### config.mk
export PLATFORM = sky130hd
export DESIGN_NAME = accum_seq_ctrl
export DESIGN_NICKNAME = d
export VERILOG_FILES = /design/src/rtl/accum_seq_ctrl.sv
export SDC_FILE = /design/constraint.sdc
export NUM_CORES = 1
export LEC_CHECK = 0
export ABC_AREA = 0
export BUFFER_PORTS_ARGS = -buffer_cell sky130_fd_sc_hd__buf_2
export CORE_MARGIN = 2
export CORE_UTILIZATION = 51
export DETAILED_ROUTE_END_ITERATION = 8
export PLACE_DENSITY = 0.94
export SYNTH_ARGS = -nofsm -noshare
export SYNTH_HDL_FRONTEND = slang
export SYNTH_SLANG_ARGS = --single-unit
### constraint.sdc
create_clock -name i_clk -period 4.7 [get_ports i_clk]
set_clock_uncertainty 0.05 [all_clocks]
set_input_delay 0.235 -clock i_clk [delete_from_list [all_inputs] [get_ports i_clk]]
set_output_delay 0.235 -clock i_clk [all_outputs]
set_load 0.02 [all_outputs]
### src/rtl/accum_seq_ctrl.sv
// Sequencing controller for the channel accumulator: it forwards partial sums as rec
// strobes, flushes with a stop pulse and then hands the captured total downstream.
module accum_seq_ctrl #(
    parameter int DATA_WIDTH = 32,
    parameter int CNT_WIDTH  = 7
) (
    input  logic                  i_clk,
    input  logic                  i_rst_n,
    input  logic [CNT_WIDTH-1:0]  i_cfg_n_channel,
    input  logic                  i_abort,
    input  logic                  s_valid,
    output logic                  s_ready,
    input  logic [DATA_WIDTH-1:0] s_data,
    output logic [DATA_WIDTH-1:0] o_acc_data,
    output logic                  o_rec_accum,
    output logic                  o_stop_accum,
    input  logic [DATA_WIDTH-1:0] i_acc_result,
    input  logic [6:0]            i_acc_cnt,
    output logic                  m_valid,
    input  logic                  m_ready,
    output logic [DATA_WIDTH-1:0] m_data,
    output logic                  o_cnt_err
);

    typedef enum logic [2:0] {
        IDLE  = 3'd0,
        ACCUM = 3'd1,
        DRAIN = 3'd2,
        STOP  = 3'd3,
        CAPT  = 3'd4,
        OUT   = 3'd5
    } state_t;

    localparam int CMP_WIDTH = (CNT_WIDTH > 7) ? CNT_WIDTH : 7;

    state_t                 state;
    logic [CNT_WIDTH-1:0]   beat_cnt;
    logic [CNT_WIDTH-1:0]   beat_next;
    logic [CNT_WIDTH-1:0]   n_lat;
    logic                   aborting;
    logic                   handshake;
    logic [CMP_WIDTH-1:0]   acc_cnt_ext;
    logic [CMP_WIDTH-1:0]   n_ext;

    assign s_ready     = (state == ACCUM) && (beat_cnt != n_lat);
    assign handshake   = s_valid && s_ready;
    assign beat_next   = beat_cnt + {{(CNT_WIDTH-1){1'b0}}, 1'b1};
    assign acc_cnt_ext = CMP_WIDTH'(i_acc_cnt);
    assign n_ext       = CMP_WIDTH'(n_lat);

    // Strobes default low each cycle so rec and stop can only ever be set in disjoint states.
    always_ff @(posedge i_clk or negedge i_rst_n) begin
        if (!i_rst_n) begin
            state        <= IDLE;
            beat_cnt     <= '0;
            n_lat        <= '0;
            aborting     <= 1'b0;
            o_acc_data   <= '0;
            o_rec_accum  <= 1'b0;
            o_stop_accum <= 1'b0;
            m_valid      <= 1'b0;
            m_data       <= '0;
            o_cnt_err    <= 1'b0;
        end else begin
            o_rec_accum  <= 1'b0;
            o_stop_accum <= 1'b0;
            case (state)
                IDLE: begin
                    if (i_cfg_n_channel != '0) begin
                        n_lat    <= i_cfg_n_channel;
                        beat_cnt <= '0;
                        aborting <= 1'b0;
                        state    <= ACCUM;
                    end
                end
                ACCUM: begin
                    if (i_abort) begin
                        aborting     <= 1'b1;
                        o_stop_accum <= 1'b1;
                        state        <= STOP;
                    end else if (handshake) begin
                        o_acc_data  <= s_data;
                        o_rec_accum <= 1'b1;
                        beat_cnt    <= beat_next;
                        if (beat_next == n_lat) begin
                            state <= DRAIN;
                        end
                    end
                end
                DRAIN: begin
                    o_stop_accum <= 1'b1;
                    state        <= STOP;
                    if (i_abort) begin
                        aborting <= 1'b1;
                    end
                end
                // An aborted group only needed the flush; skip the count check and capture.
                STOP: begin
                    if (aborting) begin
                        aborting <= 1'b0;
                        beat_cnt <= '0;
                        state    <= IDLE;
                    end else begin
                        if (acc_cnt_ext != n_ext) begin
                            o_cnt_err <= 1'b1;
                        end
                        state <= CAPT;
                    end
                end
                CAPT: begin
                    m_data  <= i_acc_result;
                    m_valid <= 1'b1;
                    state   <= OUT;
                end
                OUT: begin
                    if (m_ready) begin
                        m_valid  <= 1'b0;
                        beat_cnt <= '0;
                        state    <= IDLE;
                    end
                end
                default: begin
                    state <= IDLE;
                end
            endcase
        end
    end

endmodule
==> run summary <==
The flow ran to the end, and the final reports show no timing, DRC or antenna violations. For the pin with the worst max-slew slack, the measured transition is 1170 ps. The number of buffers inserted by hold repair at cts was 0. Synthesis inferred 86 register bits. Die width: 89 um. The critical path launch point type is a register.

The library cell contributing the largest single delay on the critical path was sky130_fd_sc_hd__a21boi_4. The run gives 0.218 as the headroom to the max-slew limit. The internal power of the cells totals 1.99 mW.

For the number of hold violations in the final report, the log shows 0. The total clock buffers created by CTS is 9. The die is 89 um tall. The tools report the total global-route track usage as 0.216.

For the critical path data arrival time, the log shows 3080 ps. Ranked by instance count, the synthesized netlist is headed by sky130_fd_sc_hd__dfrtp_1 (86), sky130_fd_sc_hd__mux2_2 (64), sky130_fd_sc_hd__o21ai_0 (10), sky130_fd_sc_hd__xor2_1 (10). STA classifies the critical path endpoint as a register.

The switching part of the total is 0.392. The area growth from synthesis to layout is 28.1%. The fraction of layout instances using a drive strength above 1 works out to 0.548. The number of resized instances in the post-cts repair step is 0. On the worst path, the slowest cell contributes a delay of 960 ps. Yosys attributes the largest share of cell area to sky130_fd_sc_hd__dfrtp_1 (58%), sky130_fd_sc_hd__mux2_2 (20%), sky130_fd_sc_hd__xor2_1 (2.4%). Synthesized area per cell: 13.4 sq um.

The layout has 546 filler cells. Family with the most delay on the worst path: compound AO/OA/AOI/OAI gates. After synthesis, the netlist uses 38 different library cells.

The post-synthesis async set-or-reset flop share is 1.00, and the number of placed cells counting well taps is 511. The initial antenna violation count is 1, and the final critical-path required period is 2870 ps. Adding up every negative setup slack in the final design gives 0 ps. The path class of the tightest hold or removal check is input port to asynchronous set/reset pin. The via count of the first global-routing pass was 2746; the row count was 30. The signal on the critical path passes through or3b_4 > nor3b_2 > a21boi_4 > a41oi_1 > a31oi_1. The tools report the area enclosed by the die boundary as 0.00792 sq mm. The maximum VDD drop came out at 328 uV. Clock-pin slew was measured on the worst setup and hold paths at 80 ps. After floorplanning, the core was sized to cover 0.00691 sq mm. For this run, the top clock speed supported by timing is 0.348 GHz. The logs give 0.167 for the clock network fraction of design power and 8400 um for the post-detailed-routing wire length.

The final layout contains 510 nets. The total number of clock tree sinks was 86. Setup violations remaining at the end of the flow were counted as 0. The logs give 12900 um for the wire length of the first global-routing pass and 0.00368 sq mm for the netlist area before placement. The count of input and output buffers is 151. Detailed placer's ending HPWL: 6200 um. For the leakage power summed over all cells, the log shows 2.29 nW. The number of instances in the synthesized netlist was 275; the number of diodes was 0. Across the run, the number of max-cap violations was 0. Entering global routing, the biggest net connects 87 pins. The finished layout holds 525 standard cells, fillers aside. The total nets after synthesis is 359, and the via density per instance is 5.26. The biggest area contributor in the post-synthesis netlist is sky130_fd_sc_hd__dfrtp_1.

Setup repair after global routing left no endpoint under its margin. The tree is rooted in a sky130_fd_sc_hd__clkbuf_8. The clock passes through at most 2 buffers. The logs give 0.584 for the register area share after synthesis and 3 for the H-tree depth.

The detailed router finished its first iteration with 105 violations. The insertion delay to the later sink of the worst-skew pair is 340 ps. TritonCTS built the clock tree. The power share of the sequential group is 0.402, and the initial cell density of the core is 0.534. The worst endpoint required time was 4910 ps. The final period utilization works out to 0.611. The run gives 0 as the max-slew violation count.

The number of setup buffers added after CTS is 0. The worst hold slack is 11.9 ps, and the post-detailed-route wirelength per cell is 16.0 um. The congestion estimate from routability-driven global placement came to 1.01. The cell with the most instances after synthesis was sky130_fd_sc_hd__dfrtp_1. Counting flops with a built-in enable in the synthesized netlist gives 0. Count of boundary I/O pins: 152. Along the worst path, the maximum fanout reaches 39. The number of buffers and inverters on the critical path is 0. The final global-route overflow total was 0; the remaining design rule violation count was 0.

The tools report the synthesis warning total as 0. The share of the synthesized area in the top cell type was 0.584; the number of vias in the routed layout was 2759. The type of the worst setup path is register to register. The most used flip-flop cell after synthesis is sky130_fd_sc_hd__dfrtp_1.

Total net switching power: 1.28 mW. In this run the power density over the cells is 692 mW/mm^2. For the combinational group share of total power, the log shows 0.432.

The post-route antenna net violation count came out at 0. The first-pass iteration count of the detailed router came out at 4.
==> layout by cell type, fill, tap and decap left out, types with 2 or more instances in the layout <==
cell type	instances
sky130_fd_sc_hd__a21o_1	3
sky130_fd_sc_hd__a21oi_1	6
sky130_fd_sc_hd__a31oi_1	5
sky130_fd_sc_hd__a41oi_1	2
sky130_fd_sc_hd__and2_1	2
sky130_fd_sc_hd__and3_1	3
sky130_fd_sc_hd__buf_2	150
sky130_fd_sc_hd__buf_4	2
sky130_fd_sc_hd__bufinv_16	2
sky130_fd_sc_hd__clkbuf_8	9
sky130_fd_sc_hd__dfrtp_1	86
sky130_fd_sc_hd__inv_1	6
sky130_fd_sc_hd__mux2_1	5
sky130_fd_sc_hd__mux2_2	64
sky130_fd_sc_hd__nand2_1	8
sky130_fd_sc_hd__nand2b_1	3
sky130_fd_sc_hd__nand3_1	3
sky130_fd_sc_hd__nand3b_1	4
sky130_fd_sc_hd__nand4_1	2
sky130_fd_sc_hd__nor2_1	8
sky130_fd_sc_hd__nor2b_1	2
sky130_fd_sc_hd__nor3b_1	3
sky130_fd_sc_hd__nor4_1	3
sky130_fd_sc_hd__o21ai_0	10
sky130_fd_sc_hd__o22ai_1	4
sky130_fd_sc_hd__xnor2_1	9
sky130_fd_sc_hd__xor2_1	10
==> cell families after synthesis <==
logic type	after synthesis	share of synthesized area
AND/OR/NAND/NOR	46	0.0706
multiplexers	69	0.211
buffers and inverters	18	0.0228
XOR/XNOR	19	0.0452
AO/OA/AOI/OAI	36	0.0632
flip-flops	86	0.584
adder cells (fa/ha/maj)	1	0.00340
==> power groups by stage <==
stage	Sequential, mW	Combinational (mW)	Clock, mW
6_report	1.31	1.41	0.544
5_1_grt	1.36	1.51	0.588
4_1_cts	1.31	1.42	0.552
3_5_place_dp	1.32	1.42	0
3_3_place_gp	1.29	1.37	0
2_1_floorplan	1.62	0.617	0
==> state kept, by name, summed over array words and instances, names as in the netlist <==
name,count
state,3
o_stop_accum,1
o_cnt_err,1
n_ext,7
o_acc_data,32
o_rec_accum,1
m_valid,1
m_data,32
aborting,1
beat_cnt,7
==> stage by stage <==
| step | total power [mW] | area [sq um] | utilization | worst slack (ps) |
|---|---|---|---|---|
| after global placement | 2.66 | 4520 | 0.654 | 1970 |
| after global routing | 3.46 | 4720 | 0.684 | 1610 |
| after floorplan | 2.24 | 3680 | - | 2690 |
| after detailed placement | 2.74 | 4520 | 0.654 | 1890 |
| final | 3.26 | 4720 | 0.684 | 1830 |
| after CTS | 3.29 | 4720 | 0.684 | 1790 |
==> path summary, 6_finish.rpt <==
path                                  startpoint  slack (ps)  depth (start not counted)                    endpoint
max                         state[0]$_DFFE_PN0P_        1830                          5     beat_cnt[3]$_DFFE_PN0P_
min                                      i_rst_n          10                          1   o_acc_data[0]$_DFFE_PN0P_
max reg2reg                 state[0]$_DFFE_PN0P_        1830                          5     beat_cnt[3]$_DFFE_PN0P_
min reg2reg                o_cnt_err$_DFFE_PN0P_         430                          1       o_cnt_err$_DFFE_PN0P_
max in group asynchronous                i_rst_n        3920                          1        state[2]$_DFFE_PN0P_
min in group i_clk                    s_data[14]          50                          2  o_acc_data[14]$_DFFE_PN0P_
==> per-layer routing <==
| layer | global-route usage | routed length [um] |
|---|---|---|
| met1 | 0.265 | 3320 |
| met4 | 0.0638 | 119 |
| met3 | 0.0628 | 551 |
| met5 | 0 | 11 |
| met2 | 0.374 | 4410 |
==> final cells by class <==
class,count,area (sq um),share of cell area
Timing Repair Buffer,152,766,0.162
Tap cell,96,120,0.0254
Clock inverter,4,73.8,0.0156
Clock buffer,10,128,0.0270
Sequential cell,86,2150,0.456
Inverter,6,22.5,0.00477
Multi-Input combinational cell,171,1460,0.309
(Power assumes the default switching activity.)
